`config.mk`:
```
export PLATFORM = sky130hd
export DESIGN_NAME = vga_face_scheduler_flat
export DESIGN_NICKNAME = d
export VERILOG_FILES = /design/src/rtl/vga_face_pkg.sv /design/src/rtl/vga_face_if.sv /design/src/rtl/vga_face_rr_arb.sv /design/src/rtl/vga_face_scheduler.sv /design/src/flat_wrapper.sv
export SDC_FILE = /design/constraint.sdc
export NUM_CORES = 1
export LEC_CHECK = 0
export CAP_MARGIN = 15
export CORE_MARGIN = 5
export CORE_UTILIZATION = 49
export DETAILED_ROUTE_END_ITERATION = 8
export PLACE_DENSITY = 0.76
export SYNTH_ARGS = -nofsm -noshare
export SYNTH_HDL_FRONTEND = slang
export SYNTH_SLANG_ARGS = --single-unit
```
`constraint.sdc`:
```
create_clock -name clk -period 1.8 [get_ports clk]
set_clock_uncertainty 0.05 [all_clocks]
set_input_delay 0.18 -clock clk [delete_from_list [all_inputs] [get_ports clk]]
set_output_delay 0.18 -clock clk [all_outputs]
set_load 0.02 [all_outputs]
```
`src/rtl/vga_face_pkg.sv`:
```
// Shared types and constants for the VGA face scheduler and stream source.
// Face codes, filter codes and frame geometry live here.
package vga_face_pkg;

  typedef enum logic [1:0] {
    FACE_WOLF  = 2'd0,
    FACE_P2    = 2'd1,
    FACE_TROLL = 2'd2,
    FACE_KEEP  = 2'd3
  } face_t;

  typedef logic [3:0] filter_t;

  localparam filter_t FILT_NONE    = 4'b0000;
  localparam filter_t FILT_INVERT  = 4'b0001;
  localparam filter_t FILT_LIGHTEN = 4'b0010;
  localparam filter_t FILT_DARKEN  = 4'b0100;
  localparam filter_t FILT_GREY    = 4'b1000;
  localparam filter_t FILT_BLUR    = 4'b1111;

  localparam int H_ACTIVE     = 640;
  localparam int V_ACTIVE     = 480;
  localparam int FRAME_PIXELS = H_ACTIVE * V_ACTIVE;

  function automatic logic filter_legal(filter_t f);
    case (f)
      FILT_NONE, FILT_INVERT, FILT_LIGHTEN,
      FILT_DARKEN, FILT_GREY, FILT_BLUR:
        filter_legal = 1'b1;
      default:
        filter_legal = 1'b0;
    endcase
  endfunction

  function automatic filter_t filter_sanitize(filter_t f);
    filter_sanitize = filter_legal(f) ? f : FILT_NONE;
  endfunction

  // Auto-cycle order: wolf -> p2 -> troll -> wolf
  function automatic face_t face_next(face_t f);
    case (f)
      FACE_WOLF: face_next = FACE_P2;
      FACE_P2:   face_next = FACE_TROLL;
      default:   face_next = FACE_WOLF;
    endcase
  endfunction

endpackage

```
`src/rtl/vga_face_if.sv`:
```
// Command requesters and monitored Avalon-ST handshake of the face source.
// The scheduler is the slave; requesters and the stream are the master.
interface vga_face_if;
  import vga_face_pkg::*;

  logic [1:0] req_valid;
  logic [3:0] req_face;
  logic [7:0] req_filter;
  logic [1:0] req_ready;
  logic       st_valid;
  logic       st_ready;
  logic       st_eop;

  modport master (
    output req_valid, req_face, req_filter,
    output st_valid, st_ready, st_eop,
    input  req_ready
  );

  modport slave (
    input  req_valid, req_face, req_filter,
    input  st_valid, st_ready, st_eop,
    output req_ready
  );

endinterface

```
`src/rtl/vga_face_rr_arb.sv`:
```
// Two-input round-robin arbiter; on a tie the side not granted last wins.
// Pointer resets so that requester 0 is preferred.
module vga_face_rr_arb (
  input  logic       clk,
  input  logic       reset,
  input  logic [1:0] req,
  input  logic       advance,
  output logic [1:0] grant
);

  logic last;

  always_comb begin
    grant = 2'b00;
    unique case (1'b1)
      (req == 2'b11): grant = last ? 2'b01 : 2'b10;
      (req == 2'b01): grant = 2'b01;
      (req == 2'b10): grant = 2'b10;
      default:        grant = 2'b00;
    endcase
  end

  always_ff @(posedge clk) begin
    if (reset) begin
      last <= 1'b1;
    end else if (advance && (|req)) begin
      last <= grant[1];
    end
  end

endmodule

```
`src/rtl/vga_face_scheduler.sv`:
```
// Frame-synchronous face/filter scheduler: arbitrates commands and
// applies them only on stream frame-end beats, then holds them.
module vga_face_scheduler
  import vga_face_pkg::*;
#(
  parameter int MIN_HOLD_FRAMES   = 30,
  parameter int AUTO_CYCLE_FRAMES = 120
) (
  input  logic        clk,
  input  logic        reset,
  vga_face_if.slave   bus,
  input  logic        auto_en,
  output logic [1:0]  face_select,
  output logic [3:0]  filter_select,
  output logic [15:0] frame_count,
  output logic        busy
);

  localparam logic [1:0] S_IDLE = 2'd0;
  localparam logic [1:0] S_PEND = 2'd1;
  localparam logic [1:0] S_HOLD = 2'd2;

  logic [1:0]  state;
  logic [7:0]  hold_cnt;
  logic [15:0] idle_frames;
  face_t       pend_face;
  filter_t     pend_filter;
  logic [1:0]  grant;
  logic        fe;
  logic        take_req;
  logic        take_auto;
  face_t       req_face_sel;
  filter_t     req_filt_sel;

  assign fe = bus.st_valid & bus.st_ready & bus.st_eop;

  assign take_req = (state == S_IDLE) & (|bus.req_valid);

  assign take_auto = (state == S_IDLE) & ~(|bus.req_valid)
                   & auto_en
                   & (idle_frames == 16'(AUTO_CYCLE_FRAMES));

  assign req_face_sel = grant[1] ? face_t'(bus.req_face[3:2])
                                 : face_t'(bus.req_face[1:0]);

  assign req_filt_sel = grant[1] ? bus.req_filter[7:4]
                                 : bus.req_filter[3:0];

  assign busy = (state != S_IDLE);

  vga_face_rr_arb u_arb (
    .clk     (clk),
    .reset   (reset),
    .req     (bus.req_valid),
    .advance (take_req),
    .grant   (grant)
  );

  always_ff @(posedge clk) begin
    if (reset) begin
      state         <= S_IDLE;
      hold_cnt      <= 8'd0;
      idle_frames   <= 16'd0;
      pend_face     <= FACE_WOLF;
      pend_filter   <= FILT_NONE;
      face_select   <= 2'd0;
      filter_select <= 4'd0;
      frame_count   <= 16'd0;
      bus.req_ready <= 2'b00;
    end else begin
      bus.req_ready <= take_req ? grant : 2'b00;
      if (fe) begin
        frame_count <= frame_count + 16'd1;
      end
      unique case (state)
        S_IDLE: begin
          if (take_req) begin
            pend_face   <= req_face_sel;
            pend_filter <= filter_sanitize(req_filt_sel);
            idle_frames <= 16'd0;
            state       <= S_PEND;
          end else if (take_auto) begin
            pend_face   <= face_next(face_t'(face_select));
            pend_filter <= filter_select;
            idle_frames <= 16'd0;
            state       <= S_PEND;
          end else if (!auto_en) begin
            idle_frames <= 16'd0;
          end else if (fe) begin
            idle_frames <= idle_frames + 16'd1;
          end
        end
        S_PEND: begin
          idle_frames <= 16'd0;
          if (fe) begin
            // Keep code resolves against the face on screen right now
            face_select   <= (pend_face == FACE_KEEP) ? face_select
                                                      : pend_face;
            filter_select <= pend_filter;
            hold_cnt      <= 8'(MIN_HOLD_FRAMES);
            state         <= S_HOLD;
          end
        end
        S_HOLD: begin
          idle_frames <= 16'd0;
          if (fe) begin
            hold_cnt <= hold_cnt - 8'd1;
            if (hold_cnt == 8'd1) begin
              state <= S_IDLE;
            end
          end
        end
        default: begin
          state <= S_IDLE;
        end
      endcase
    end
  end

endmodule

```
`src/flat_wrapper.sv`:
```
// flat-port wrapper written by rule: the top's interface ports become plain ports
module vga_face_scheduler_flat import vga_face_pkg::*;
#(
  parameter int MIN_HOLD_FRAMES   = 30,
  parameter int AUTO_CYCLE_FRAMES = 120
)
  (clk, reset, auto_en, face_select, filter_select, frame_count, busy, bus_req_valid, bus_req_face, bus_req_filter, bus_st_valid, bus_st_ready, bus_st_eop, bus_req_ready);
  vga_face_if bus_i ();
  input  logic clk;
  input  logic reset;
  input  logic auto_en;
  output logic [1:0] face_select;
  output logic [3:0] filter_select;
  output logic [15:0] frame_count;
  output logic busy;
  input wire logic [$bits(bus_i.req_valid)-1:0] bus_req_valid;
  input wire logic [$bits(bus_i.req_face)-1:0] bus_req_face;
  input wire logic [$bits(bus_i.req_filter)-1:0] bus_req_filter;
  input wire logic [$bits(bus_i.st_valid)-1:0] bus_st_valid;
  input wire logic [$bits(bus_i.st_ready)-1:0] bus_st_ready;
  input wire logic [$bits(bus_i.st_eop)-1:0] bus_st_eop;
  output wire logic [$bits(bus_i.req_ready)-1:0] bus_req_ready;
  assign bus_i.req_valid = bus_req_valid;
  assign bus_i.req_face = bus_req_face;
  assign bus_i.req_filter = bus_req_filter;
  assign bus_i.st_valid = bus_st_valid;
  assign bus_i.st_ready = bus_st_ready;
  assign bus_i.st_eop = bus_st_eop;
  assign bus_req_ready = bus_i.req_ready;
  vga_face_scheduler #(.MIN_HOLD_FRAMES(MIN_HOLD_FRAMES), .AUTO_CYCLE_FRAMES(AUTO_CYCLE_FRAMES)) u_core (.clk(clk), .reset(reset), .bus(bus_i), .auto_en(auto_en), .face_select(face_select), .filter_select(filter_select), .frame_count(frame_count), .busy(busy));
endmodule
```
After elaboration in Yosys (flattened, before gate mapping)
Cells that the tools add are included.
- output and inout port bits: 25
- register bits after elaboration: 57
- word-level logic and storage cells: 87
- bits of input ports: 20
- equality and inequality tests: 19
- multiplexer cells: 28
- bitwise operators: 9
- add/subtract/negate cells: 3
- reductions and logical operators: 18
- operators by type and width (cell ; number):
    16-bit 2-to-1 mux ; 4
    16-bit by 1-bit adder with 16-bit output (second input constant) ; 2
    16-bit case mux with 2 select lines ; 1
    2-bit 2-to-1 mux ; 9
    16-bit by 7-bit == test with 1-bit output (second input constant) ; 1
    4-bit 2-to-1 mux ; 4
    8-bit 2-to-1 mux ; 2
    8-bit case mux with 2 select lines ; 1
    2-bit case mux with 3 select lines ; 2
    2-bit == test (second input constant) ; 4
    4-bit == test (second input constant) ; 2
    8-bit by 1-bit == test with 1-bit output (second input constant) ; 1
    2-bit nonzero test ; 4
    8-bit by 1-bit subtractor with 8-bit output (second input constant) ; 1
    1-bit bitwise AND ; 6
    2-bit by 1-bit == test with 1-bit output (second input constant) ; 3
    2-bit by 1-bit inequality test with 1-bit output (second input constant) ; 3
    2-bit AND reduction ; 3
    3-bit AND reduction ; 2
    2-bit OR reduction ; 3
    6-bit OR reduction ; 1
    5-bit by 2-bit inequality test with 1-bit output (second input constant) ; 1
    4-bit by 1-bit == test with 1-bit output (second input constant) ; 1
    4-bit by 2-bit == test with 1-bit output (second input constant) ; 1
    9 further kinds ; 15

Logic depth before layout (Yosys ltp)
Gate-level depths: netlist of run 1.
- depth in word-level cells: 11
- gate-level depth with buffers: 9
- depth with buffers taken out: 8

Modules after synthesis
From an unflattened synthesis of run 1, not the netlist that was laid out.
- cells, all modules: 346
- area total of the unflattened synthesis: 2871.5 µm²
- modules (own cells, without submodules) (module ; cells an instance ; instances ; area each (µm²) ; sequential area each (µm²)):
    vga_face_scheduler ; 339 ; 1 ; 2810.2 ; 1121.1
    vga_face_rr_arb ; 7 ; 1 ; 61.3 ; 20.0

Worst setup path before layout of run 1
No wires, ideal clock.
- path type: register to register
- start point: register u_core.state[0]
- end point: register u_core.idle_frames[13]
- slack: -218 ps
- cell stages (with the launch flop): 9
- arrival time: 1855 ps
- setup time: 114 ps
- required time: 1636 ps
- period minus slack after synthesis: 2018 ps
- path buffers: 0
- path through: dfxtp_1 -> inv_1 -> ha_1 -> clkinv_1 -> nor2_1 -> nor3_2 -> a211oi_1 -> nor3b_1 -> a21o_1
- word-level cells in the longest chain between the ends: 7
- elaborated cells on any way between the ends: 14
- those cells by class: eq/ne (3); mux (3); bitwise (4); reduce/logical (4)
- RTL lines (item ; RTL line ; RTL):
    start, declared ; vga_face_scheduler.sv:23 ; logic [1:0] state;
    start signal, assigned ; vga_face_scheduler.sv:61 ; state <= S_IDLE;
    start signal, assigned ; vga_face_scheduler.sv:81 ; state <= S_PEND;
    start signal, assigned ; vga_face_scheduler.sv:86 ; state <= S_PEND;
    2-bit logical NOT ; vga_face_scheduler.sv:37, vga_face_scheduler.sv:39, vga_face_scheduler.sv:75 ;
    1-bit bitwise AND ; vga_face_scheduler.sv:39 ; assign take_auto = (state == S_IDLE) & ~(|bus.req_valid)
    1-bit bitwise AND ; vga_face_scheduler.sv:40 ; & auto_en
    1-bit bitwise AND ; vga_face_scheduler.sv:41 ; & (idle_frames == 16'(AUTO_CYCLE_FRAMES));
    16-bit 2-to-1 mux ; vga_face_scheduler.sv:82 ; end else if (take_auto) begin
    16-bit 2-to-1 mux ; vga_face_scheduler.sv:77 ; if (take_req) begin
    16-bit case mux with 2 select lines ; vga_face_scheduler.sv:75 ; unique case (state)
    end signal, assigned ; vga_face_scheduler.sv:90 ; idle_frames <= idle_frames + 16'd1;
    end, declared ; vga_face_scheduler.sv:25 ; logic [15:0] idle_frames;
Parallel ways exist; a longest one is shown, timed or not.
A chain may end at the register's enable or synchronous reset.

Worst setup path after layout of run 1
- start point: register u_core.idle_frames[1]
- end point: register u_core.idle_frames[10]
- word-level cells in the longest chain between the ends: 6
- elaborated cells on any way between the ends: 10
- those cells by class: add/sub (1); eq/ne (2); mux (5); bitwise (1); reduce/logical (1)
- RTL lines (item ; RTL line ; RTL):
    16-bit by 1-bit adder with 16-bit output ; vga_face_scheduler.sv:90 ;
    16-bit 2-to-1 mux ; vga_face_scheduler.sv:89 ; end else if (fe) begin
    16-bit 2-to-1 mux ; vga_face_scheduler.sv:87 ; end else if (!auto_en) begin
    16-bit 2-to-1 mux ; vga_face_scheduler.sv:82 ;
    16-bit 2-to-1 mux ; vga_face_scheduler.sv:77 ;
    16-bit case mux with 2 select lines ; vga_face_scheduler.sv:75 ;
Parallel ways exist; a longest one is shown, timed or not. The select of a mux whose other input is x is not followed.

==> results of run 1 <==
## cell type report
| cell class | count | area, um^2 |
|---|---|---|
| timing repair buffer | 112 | 962.2 |
| fill | 443 | 1478 |
| clock inverter | 5 | 55.05 |
| tap | 75 | 93.84 |
| multi-input combinational | 264 | 1952 |
| inverter | 14 | 53.80 |
| sequential | 57 | 1150 |
| clock buffer | 11 | 141.4 |
## state kept, by name, indices dropped and copies added (netlist names)
register,flops
u_core.bus.req_ready,2
u_core.face_select,2
u_core.filter_select,4
u_core.frame_count,16
u_core.hold_cnt,8
u_core.idle_frames,16
u_core.pend_face,2
u_core.pend_filter,4
u_core.state,2
u_core.u_arb.last,1
## what timing repair did
action	CTS	global route
setup endpoints to repair	27	28
hold buffers	0	0
gates resized for setup	15	20
pin swaps	6	10
setup buffers	1	2
## Yosys cell counts (2+ instances only)
master / number / area (um^2)
dfxtp_1: 57 / 1141
nor2_1: 48 / 180.2
nand2_1: 23 / 86.33
a21oi_1: 18 / 90.09
nand3_1: 18 / 90.09
xnor2_1: 16 / 140.1
nand4_1: 14 / 87.58
xor2_1: 14 / 122.6
inv_1: 13 / 48.80
nor3_1: 12 / 60.06
ha_1: 10 / 125.1
mux2i_1: 8 / 80.08
o21ai_0: 8 / 40.04
a211oi_1: 7 / 52.55
clkbuf_1: 6 / 22.52
and3_1: 5 / 31.28
nor4_1: 5 / 31.28
o211ai_1: 4 / 30.03
a32oi_1: 3 / 26.28
o22ai_1: 3 / 18.77
or4_1: 3 / 22.52
a211oi_2: 2 / 25.02
and4_1: 2 / 17.52
buf_2: 2 / 10.01
buf_6: 2 / 22.52
maj3_1: 2 / 20.02
nand2b_1: 2 / 12.51
nand3b_1: 2 / 15.01
nor2_2: 2 / 12.51
nor3b_1: 2 / 15.01
nor4b_1: 2 / 17.52
o21ai_1: 2 / 10.01
o31ai_1: 2 / 15.01
or2_2: 2 / 12.51
or3_1: 2 / 12.51
## power breakdown
group / internal (mW) / switching [mW] / leakage [nW]
sequential: 1.43 / 0.148 / 0.465
combinational: 0.897 / 0.944 / 1.10
clock: 0.672 / 0.526 / 0.0953
total: 2.99 / 1.62 / 1.66
## worst max-delay path by stage
stage / slack [ns] / start / cells after the start / endpoint
finish: -0.23 / u_core.idle_frames[1]$_SDFFE_PP0P_ / 9 / u_core.idle_frames[10]$_SDFFE_PP0P_
global route: -0.33 / u_core.idle_frames[1]$_SDFFE_PP0P_ / 9 / u_core.idle_frames[10]$_SDFFE_PP0P_
global placement: -0.42 / bus_req_valid[0] / 9 / u_core.idle_frames[12]$_SDFFE_PP0P_
floorplan: -0.14 / u_core.state[1]$_SDFFE_PP0P_ / 9 / u_core.hold_cnt[5]$_SDFFE_PP0P_
CTS: -0.23 / u_core.idle_frames[10]$_SDFFE_PP0P_ / 8 / u_core.pend_filter[2]$_SDFFE_PP0P_
detailed placement: -0.47 / bus_req_valid[0] / 9 / u_core.idle_frames[12]$_SDFFE_PP0P_
## per-stage QoR
step	setup slack, ns	power, mW	hold WS (ns)
6_report	-0.2341	4.612	0.4219
5_1_grt	-0.3280	4.879	0.4569
4_1_cts	-0.2338	4.510	0.4250
3_5_place_dp	-0.4689	3.241	0.4163
3_3_place_gp	-0.4151	3.198	0.4077
2_1_floorplan	-0.1408	2.651	0.3398
## critical path: stages (launching register included)
cell and delay (ns):
dfxtp_2 0.32, inv_2 0.05, ha_2 0.15, nor3b_4 0.19, nand4_1 0.14, buf_4 0.17, nor3_4 0.24, a2bb2oi_2 0.34
buf_4 0.21, nor2_1 0.05
## cells by family after synthesis
logic type | Yosys count | share of synthesized area
buffers and inverters | 25 | 0.03768
adders and majority gates | 12 | 0.04911
xor gates and xnor gates | 30 | 0.08891
AOI/OAI and AO/OA | 62 | 0.1456
DFF | 57 | 0.3861
muxes | 8 | 0.02710
and+or+nand+nor | 152 | 0.2655
## per-layer routing
layer  global-route usage  up-vias  routed length (um)
li1                     -     1469                   -
met1               0.2672     1372                3547
met2               0.3856       54                3846
met3              0.03575       16                 264
met4              0.09763        0                 195
met5                    0        -                   0
==> qor.txt, run 1 <==
=================================================================================================
Crit path capture type                                                                  flip-flop
Register area share after synthesis                                                        0.3861
Pin count of the biggest net entering global routing                                           37
Worst Max-Slew Pin Slew                                                                 0.4395 ns
Synthesized cell area                                                                   2955 um^2
Number of nets at the end of the flow                                                         488
Hold path start                                                                      u_core.pend_filter[1]$_SDFFE_PP0P_
Number of rows in the core area                                                                28
Ratio of cells with drive above 1 in the final layout                                      0.3002
Endpoint of the worst-slack reg-to-reg timing path                                   u_core.idle_frames[10]$_SDFFE_PP0P_
Overall fraction of global-route tracks in use                                             0.2213
Per-cell via count in the routed design                                                     5.411
Total routed wirelength                                                                   7854 um
Port-buffer cells                                                                              44
Slack of the worst reg-to-reg path                                                       -0.23 ns
Hold Path Stages                                                                                2
Run status                                                                           finished with violations
Detailed-route wire length per cell                                                      14.60 um
Commonest non-fill, non-tap cells in the layout                                      buf_4 (65), dfxtp_1 (52), nor2_1 (44)
Final-report setup violation count                                                             24
Final core area utilization                                                                0.7489
Synthesized Nets                                                                              376
Placed cell areas                                                                       4055 um^2
Count of clock tree sinks                                                                      57
H-tree lvl count                                                                                3
Top flip-flop cell by instance count after synthesis                                      dfxtp_1
DRC                                                                                             0
CP arrival                                                                                2.20 ns
Routed Antenna Nets                                                                             0
Number of distinct library cell variants in the gate-level netlist after synthesis             58
Worst reg2reg path startpoint                                                        u_core.idle_frames[1]$_SDFFE_PP0P_
FFs w/ async S/R, synth                                                                         0
Layout overhead on the synthesized area                                                    49.15%
Timing-limited maximum frequency                                                        491.6 MHz
Total inserted antenna cells                                                                    0
WHS Endpoint                                                                         u_core.filter_select[1]$_SDFFE_PP0P_
Biggest fanout along the worst timing path                                                      5
Initial standard-cell utilization of the core                                              0.5021
CTS root buf                                                                             clkbuf_8
Sort of element at the start of the critical path                                       flip-flop
Number of instances in the synthesized netlist                                                346
Count of boundary I/O pins                                                                     45
Worst setup path category                                                            flip-flop to flip-flop
Highest ir drop seen on vdd                                                             0.7558 mV
Total half-perimeter wirelength after legalization and detailed placement                 5957 um
Number of standard cells in the layout, taps in and fillers out                               538
Number of detailed-route iterations in the first pass                                           4
First-pass GRT wire length                                                               13390 um
Count of flip-flops with a built-in enable after synthesis                                      0
Total power per unit cell area                                                       1046 nW/um^2
GR Overflow Total                                                                               0
Post-route setup TNS                                                                    -4.342 ns
Register-to-Register Path Depth                                                                 9
Number of violations reported at the end of detailed-routing iteration 0                      119
CP required                                                                               1.97 ns
Worst hold path class                                                                flip-flop to flip-flop
Worst Slack Setup Final                                                                -0.2341 ns
Leading cell type in the layout, fill and taps excluded                                     buf_4
Detailed-route via count                                                                     2911
Final hold viol count                                                                           0
Total of flip-flops plus latches after synthesis                                               57
Synthesis Warnings                                                                              0
Clock Latency Late Sink                                                                   0.34 ns
CTS buffer count                                                                                9
CTS tree                                                                                     done
Area of the core                                                                        5886 um^2
Via count of the first global-routing pass                                                   2972
Leakage power summed over all cells                                                      1.657 nW
Syn Area/Cell                                                                          8.541 um^2
Final standard cell area without fillers                                                4408 um^2
Crit path time final                                                                     2.034 ns
Max-slew violation count                                                                        0
Die boundary width                                                                       87.66 um
Number of antenna violations at the first check in global routing                               0
Placed Cells                                                                                  521
Max clock buf depth                                                                             2
Clock slew at the register clock pins of the worst setup and hold paths                   0.07 ns
Final RePlAce weighted congestion                                                          0.8541
Setup repair after global routing missed its margin                                          true
Die outline area                                                                        7684 um^2
Share of the clock period used by the worst path after layout                               1.130
Max Cap Viol                                                                                    0
Tightest slew margin relative to the limit                                                 0.7043
Vertical die dimension                                                                   87.66 um
Violations in the final reports                                                      negative setup slack
=================================================================================================
No activity file was read; power rests on OpenSTA's default activity.
==> run 2: changes to the inputs <==
--- a/config.mk
+++ b/config.mk
@@ -7,9 +7,9 @@
 export LEC_CHECK = 0
 export CAP_MARGIN = 15
 export CORE_MARGIN = 5
-export CORE_UTILIZATION = 49
+export CORE_UTILIZATION = 45
 export DETAILED_ROUTE_END_ITERATION = 8
-export PLACE_DENSITY = 0.76
+export PLACE_DENSITY = 0.71
 export SYNTH_ARGS = -nofsm -noshare
 export SYNTH_HDL_FRONTEND = slang
 export SYNTH_SLANG_ARGS = --single-unit
==> qor.txt, run 2 (synthesis gave the netlist of run 1 again) <==
========================================================================================
Biggest registers after layout                                              u_core.frame_count x16, u_core.idle_frames x16, u_core.hold_cnt x8
Final hold viol count                                                                  0
Number of rows in the core area                                                       29
Run status                                                                  finished with violations
Final standard cell area without fillers                                       4434 um^2
Count of boundary I/O pins                                                            45
Crit path time final                                                            2.061 ns
Setup repair after global routing missed its margin                                 true
Leakage power summed over all cells                                             1.668 nW
Ratio of cells with drive above 1 in the final layout                             0.2968
Violations in the final reports                                             negative setup slack
Clock Latency Late Sink                                                          0.34 ns
Count of clock tree sinks                                                             57
Crit path capture type                                                         flip-flop
Placed Cells                                                                         524
Number of standard cells in the layout, taps in and fillers out                      542
Setup slack at placement                                                      -0.4452 ns
Max Cap Viol                                                                           0
Tightest slew margin relative to the limit                                        0.7083
Number of nets at the end of the flow                                                490
Area of the core                                                               6386 um^2
Total inserted antenna cells                                                           0
Power consumption                                                               4.635 mW
CP required                                                                      2.03 ns
DRC                                                                                    0
Per-cell via count in the routed design                                            5.480
First-pass GRT wire length                                                      13860 um
Detailed-route via count                                                            2970
Layout overhead on the synthesized area                                           50.04%
Final-report setup violation count                                                    24
Placed cell areas                                                              4078 um^2
Number of antenna violations at the first check in global routing                      0
Leading cell type in the layout, fill and taps excluded                            buf_4
Total half-perimeter wirelength after legalization and detailed placement        6039 um
Total power per unit cell area                                              1045 nW/um^2
Total routed wirelength                                                          8169 um
Via count of the first global-routing pass                                          3002
Final RePlAce weighted congestion                                                 0.9128
Max clock buf depth                                                                    2
Overall fraction of global-route tracks in use                                    0.2035
Highest ir drop seen on vdd                                                    0.6758 mV
Max-slew violation count                                                               0
Timing-limited maximum frequency                                               485.3 MHz
GR Overflow Total                                                                      0
Clock slew at the register clock pins of the worst setup and hold paths          0.07 ns
CTS root buf                                                                    clkbuf_8
Worst Max-Slew Pin Slew                                                        0.4335 ns
H-tree lvl count                                                                       3
Final core area utilization                                                       0.6944
Final worst hold slack                                                         0.4242 ns
Hold Path Stages                                                                       2
Cell breakdown of the critical path                                         nor4_1 -> nand4_1 -> buf_4 -> nor3_4 -> buf_6 -> o21ai_4 -> or3_1 -> a21oi_1
Number of violations reported at the end of detailed-routing iteration 0             135
Vertical die dimension                                                          91.04 um
Die boundary width                                                              91.04 um
Detailed-route wire length per cell                                             15.07 um
Worst Slack Setup Final                                                       -0.2605 ns
Longest individual stage delay on the worst path                                 0.38 ns
Worst setup path category                                                   flip-flop to flip-flop
Worst hold path class                                                       flip-flop to flip-flop
Biggest fanout along the worst timing path                                             6
Register-to-Register Path Depth                                                        8
CTS buffer count                                                                       9
Commonest non-fill, non-tap cells in the layout                             buf_4 (64), dfxtp_1 (52), nor2_1 (43), clkdlybuf4s50_1 (43), nand2_1 (22)
Die outline area                                                               8288 um^2
CTS tree                                                                            done
Routed Antenna Nets                                                                    0
CP arrival                                                                       2.29 ns
Post-route setup TNS                                                           -4.052 ns
Sort of element at the start of the critical path                              flip-flop
Number of detailed-route iterations in the first pass                                  5
Share of the clock period used by the worst path after layout                      1.145
Slowest cell on crit path                                                         nor4_1
Port-buffer cells                                                                     44
Initial standard-cell utilization of the core                                     0.4628
Pin count of the biggest net entering global routing                                  37
========================================================================================
[run 2: changes by cell type in the layout (fill, tap and decap cells not counted), sizes merged]
cell	before	now
buf	68	70
[run 2: worst paths after layout]
check	start	to	slack (ns)
max	u_core.idle_frames[12]$_SDFFE_PP0P_	u_core.idle_frames[12]$_SDFFE_PP0P_	-0.26
max reg2reg	u_core.idle_frames[12]$_SDFFE_PP0P_	u_core.idle_frames[12]$_SDFFE_PP0P_	-0.26
min	u_core.pend_face[1]$_SDFFE_PP0P_	u_core.pend_face[1]$_SDFFE_PP0P_	0.42
min reg2reg	u_core.pend_face[1]$_SDFFE_PP0P_	u_core.pend_face[1]$_SDFFE_PP0P_	0.42
[run 2: worst max-delay path, delay by kind of cell, from the launching register on]
kind                   cells  cell delay [ns]
AND/OR/NAND/NOR            4             1.12
flip-flops                 1             0.32
buffers and inverters      2             0.34
AO/OA/AOI/OAI              2             0.18
[run 2: power breakdown]
part	internal, mW	total (mW)	switching, mW
Clock	0.672	1.21	0.538
Combinational	0.896	1.84	0.947
Sequential	1.43	1.58	0.152
Total	3.00	4.63	1.64
[run 2: layout make-up]
type                       count  area [um^2]
clock buffer                  11        141.4
clock inverter                 5        55.05
fill                         523         1952
inverter                      14        53.80
multi-input combinational    264         1937
sequential                    57         1152
tap                           77        96.34
timing repair buffer         114        998.5
[run 2: repair_timing]
action / 4_1_cts / 5_1_grt
gates resized for setup: 14 / 21
hold buffers: 0 / 0
pin swaps: 2 / 13
endpoints found under the setup margin: 29 / 29
cloned: 0 / 0
buffers inserted: 0 / 2
[run 2: per-layer routing]
| metal | part of all wire | global-route usage |
|---|---|---|
| met1 | 0.47 | 0.2630 |
| met5 | 0 | 0 |
| met3 | 0.034 | 0.04793 |
| met2 | 0.47 | 0.3227 |
| met4 | 0.029 | 0.09046 |
==> run 3: changes to the inputs <==
--- a/config.mk
+++ b/config.mk
@@ -7,9 +7,8 @@
 export LEC_CHECK = 0
 export CAP_MARGIN = 15
 export CORE_MARGIN = 5
-export CORE_UTILIZATION = 45
+export CORE_UTILIZATION = 40
 export DETAILED_ROUTE_END_ITERATION = 8
-export PLACE_DENSITY = 0.71
 export SYNTH_ARGS = -nofsm -noshare
 export SYNTH_HDL_FRONTEND = slang
 export SYNTH_SLANG_ARGS = --single-unit
==> qor.txt, run 3 (synthesis gave the netlist of run 1 again) <==
========================================================================================
Pin count of the biggest net entering global routing                                  37
Total power per unit cell area                                              1004 nW/um^2
Sequential fraction of design power                                                0.340
Portion of total power attributed to the clock network                             0.233
Final worst hold slack                                                         0.4308 ns
Number of rows in the core area                                                       31
H-tree lvl count                                                                       3
Overall fraction of global-route tracks in use                                    0.1937
Timing-limited maximum frequency                                               479.4 MHz
CTS tree                                                                            done
Run status                                                                  finished with violations
Max clock buf depth                                                                    2
Final-report setup violation count                                                    24
Setup repair after global routing missed its margin                                 true
Port-buffer cells                                                                     44
Number of antenna violations at the first check in global routing                      0
Count of clock tree sinks                                                             57
Setup slack at placement                                                      -0.4735 ns
Max Cap Viol                                                                           0
Clock Latency Late Sink                                                          0.35 ns
Layout overhead on the synthesized area                                           55.59%
CTS root buf                                                                    clkbuf_8
Commonest non-fill, non-tap cells in the layout                             buf_4 (64), dfxtp_1 (52), clkdlybuf4s50_1 (43)
Count of boundary I/O pins                                                            45
Crit path capture type                                                         flip-flop
Post-route setup TNS                                                           -5.136 ns
GR Overflow Total                                                                      0
Longest individual stage delay on the worst path                                 0.50 ns
Violations in the final reports                                             negative setup slack
Number of nets at the end of the flow                                                497
Detailed-routed wire length on met2                                              4027 um
Buffer and inverter count on the worst path                                            1
Highest metal layer with signal wires                                               met4
Number of violations reported at the end of detailed-routing iteration 0             120
Per-cell via count in the routed design                                            5.289
Worst Max-Slew Pin Slew                                                        0.4850 ns
Psw                                                                             1.717 mW
Die boundary width                                                              95.96 um
Biggest fanout along the worst timing path                                             5
DRC                                                                                    0
Leakage power summed over all cells                                             1.720 nW
Post-CTS Hold Buffers                                                                  0
Leading cell type in the layout, fill and taps excluded                            buf_4
Switching share of power                                                          0.3720
Detailed-route wire length per cell                                             14.50 um
Final hold viol count                                                                  0
Cell breakdown of the critical path                                         nor4b_2 -> buf_4 -> nand4_1 -> or3_4 -> a21oi_4 -> a2bb2oi_1 -> mux2i_1
Placed cell areas                                                              4100 um^2
Met3 Routed Length                                                                379 um
Largest delay contributor family on the critical path                       simple AND/OR/NAND/NOR gates
Worst setup path category                                                   flip-flop to flip-flop
Tightest slew margin relative to the limit                                        0.6737
Total routed wirelength                                                          8281 um
Share of the clock period used by the worst path after layout                      1.159
Worst hold path class                                                       flip-flop to flip-flop
Sort of element at the start of the critical path                              flip-flop
Highest ir drop seen on vdd                                                    0.4976 mV
Routed Antenna Nets                                                                    0
Total inserted antenna cells                                                           0
Die outline area                                                               9207 um^2
Crit path time final                                                            2.086 ns
Initial standard-cell utilization of the core                                     0.4096
CP required                                                                      1.98 ns
Worst Slack Setup Final                                                       -0.2860 ns
Detailed-route via count                                                            3020
Internal power                                                                  2.898 mW
Max-slew violation count                                                               0
Slowest cell on crit path                                                          or3_4
Power share of the combinational group                                             0.427
Number of detailed-route iterations in the first pass                                  4
Clock slew at the register clock pins of the worst setup and hold paths          0.07 ns
Area of the core                                                               7214 um^2
Count of filler cells inserted in the layout                                         615
Vertical die dimension                                                          95.96 um
CP arrival                                                                       2.26 ns
First-pass GRT wire length                                                      13780 um
Biggest registers after layout                                              u_core.frame_count x16, u_core.idle_frames x16, u_core.hold_cnt x8
Final RePlAce weighted congestion                                                 0.9168
Via count of the first global-routing pass                                          2947
Wire length the detailed router placed on met1                                   3702 um
Final standard cell area without fillers                                       4598 um^2
CTS buffer count                                                                       9
Total half-perimeter wirelength after legalization and detailed placement        6075 um
Ratio of cells with drive above 1 in the final layout                             0.3326
========================================================================================
run 3: cell type report:
type | instances | area [um^2] | area share
multi-input combinational | 265 | 2041 | 0.4438
sequential | 57 | 1152 | 0.2506
timing repair buffer | 120 | 1055 | 0.2294
clock buffer | 10 | 127.6 | 0.02776
tap | 99 | 123.9 | 0.02694
inverter | 14 | 53.80 | 0.01170
clock inverter | 6 | 45.04 | 0.009796
run 3: metal layers:
metal	vias up	global-route usage
li1	1495	-
met1	1437	0.2384
met2	72	0.3208
met3	16	0.04848
met4	0	0.08175
met5	-	0
run 3: repair_timing:
action                     in CTS  in global routing
resized for setup              28                 36
setup buffers                   3                  5
cloned                          1                  0
pin swaps                      23                 15
setup endpoints to repair      28                 28
run 3: through the flow:
| stage | instances | power, mW | utilization |
|---|---|---|---|
| 3_3_place_gp | 547 | 3.232 | 0.5683 |
| 4_1_cts | 567 | 4.458 | 0.6139 |
| 6_report | 571 | 4.615 | 0.6374 |
| 5_1_grt | 571 | 4.898 | 0.6374 |
| 3_5_place_dp | 547 | 3.262 | 0.5683 |
| 2_1_floorplan | 346 | 2.651 | - |
run 3: power by group through the flow:
stage          registers [mW]  logic, mW  clock network [mW]
3_5_place_dp             1.58       1.68                   0
2_1_floorplan            1.58       1.07                   0
3_3_place_gp             1.58       1.65                   0
6_report                 1.57       1.97                1.07
4_1_cts                  1.55       1.80                1.11
5_1_grt                  1.59       2.14                1.16
run 3: final timing paths:
kind,start,end,slack (ns),cells after the start
max,u_core.idle_frames[8]$_SDFFE_PP0P_,u_core.idle_frames[2]$_SDFFE_PP0P_,-0.29,7
min,u_core.filter_select[2]$_SDFFE_PP0P_,u_core.filter_select[2]$_SDFFE_PP0P_,0.43,2
max reg2reg,u_core.idle_frames[8]$_SDFFE_PP0P_,u_core.idle_frames[2]$_SDFFE_PP0P_,-0.29,7
min reg2reg,u_core.filter_select[2]$_SDFFE_PP0P_,u_core.filter_select[2]$_SDFFE_PP0P_,0.43,2
run 3: worst min-delay path, stage by stage (launching register included):
cell     delay, ns
dfxtp_1       0.33
nand2_1       0.06
a21oi_1       0.05
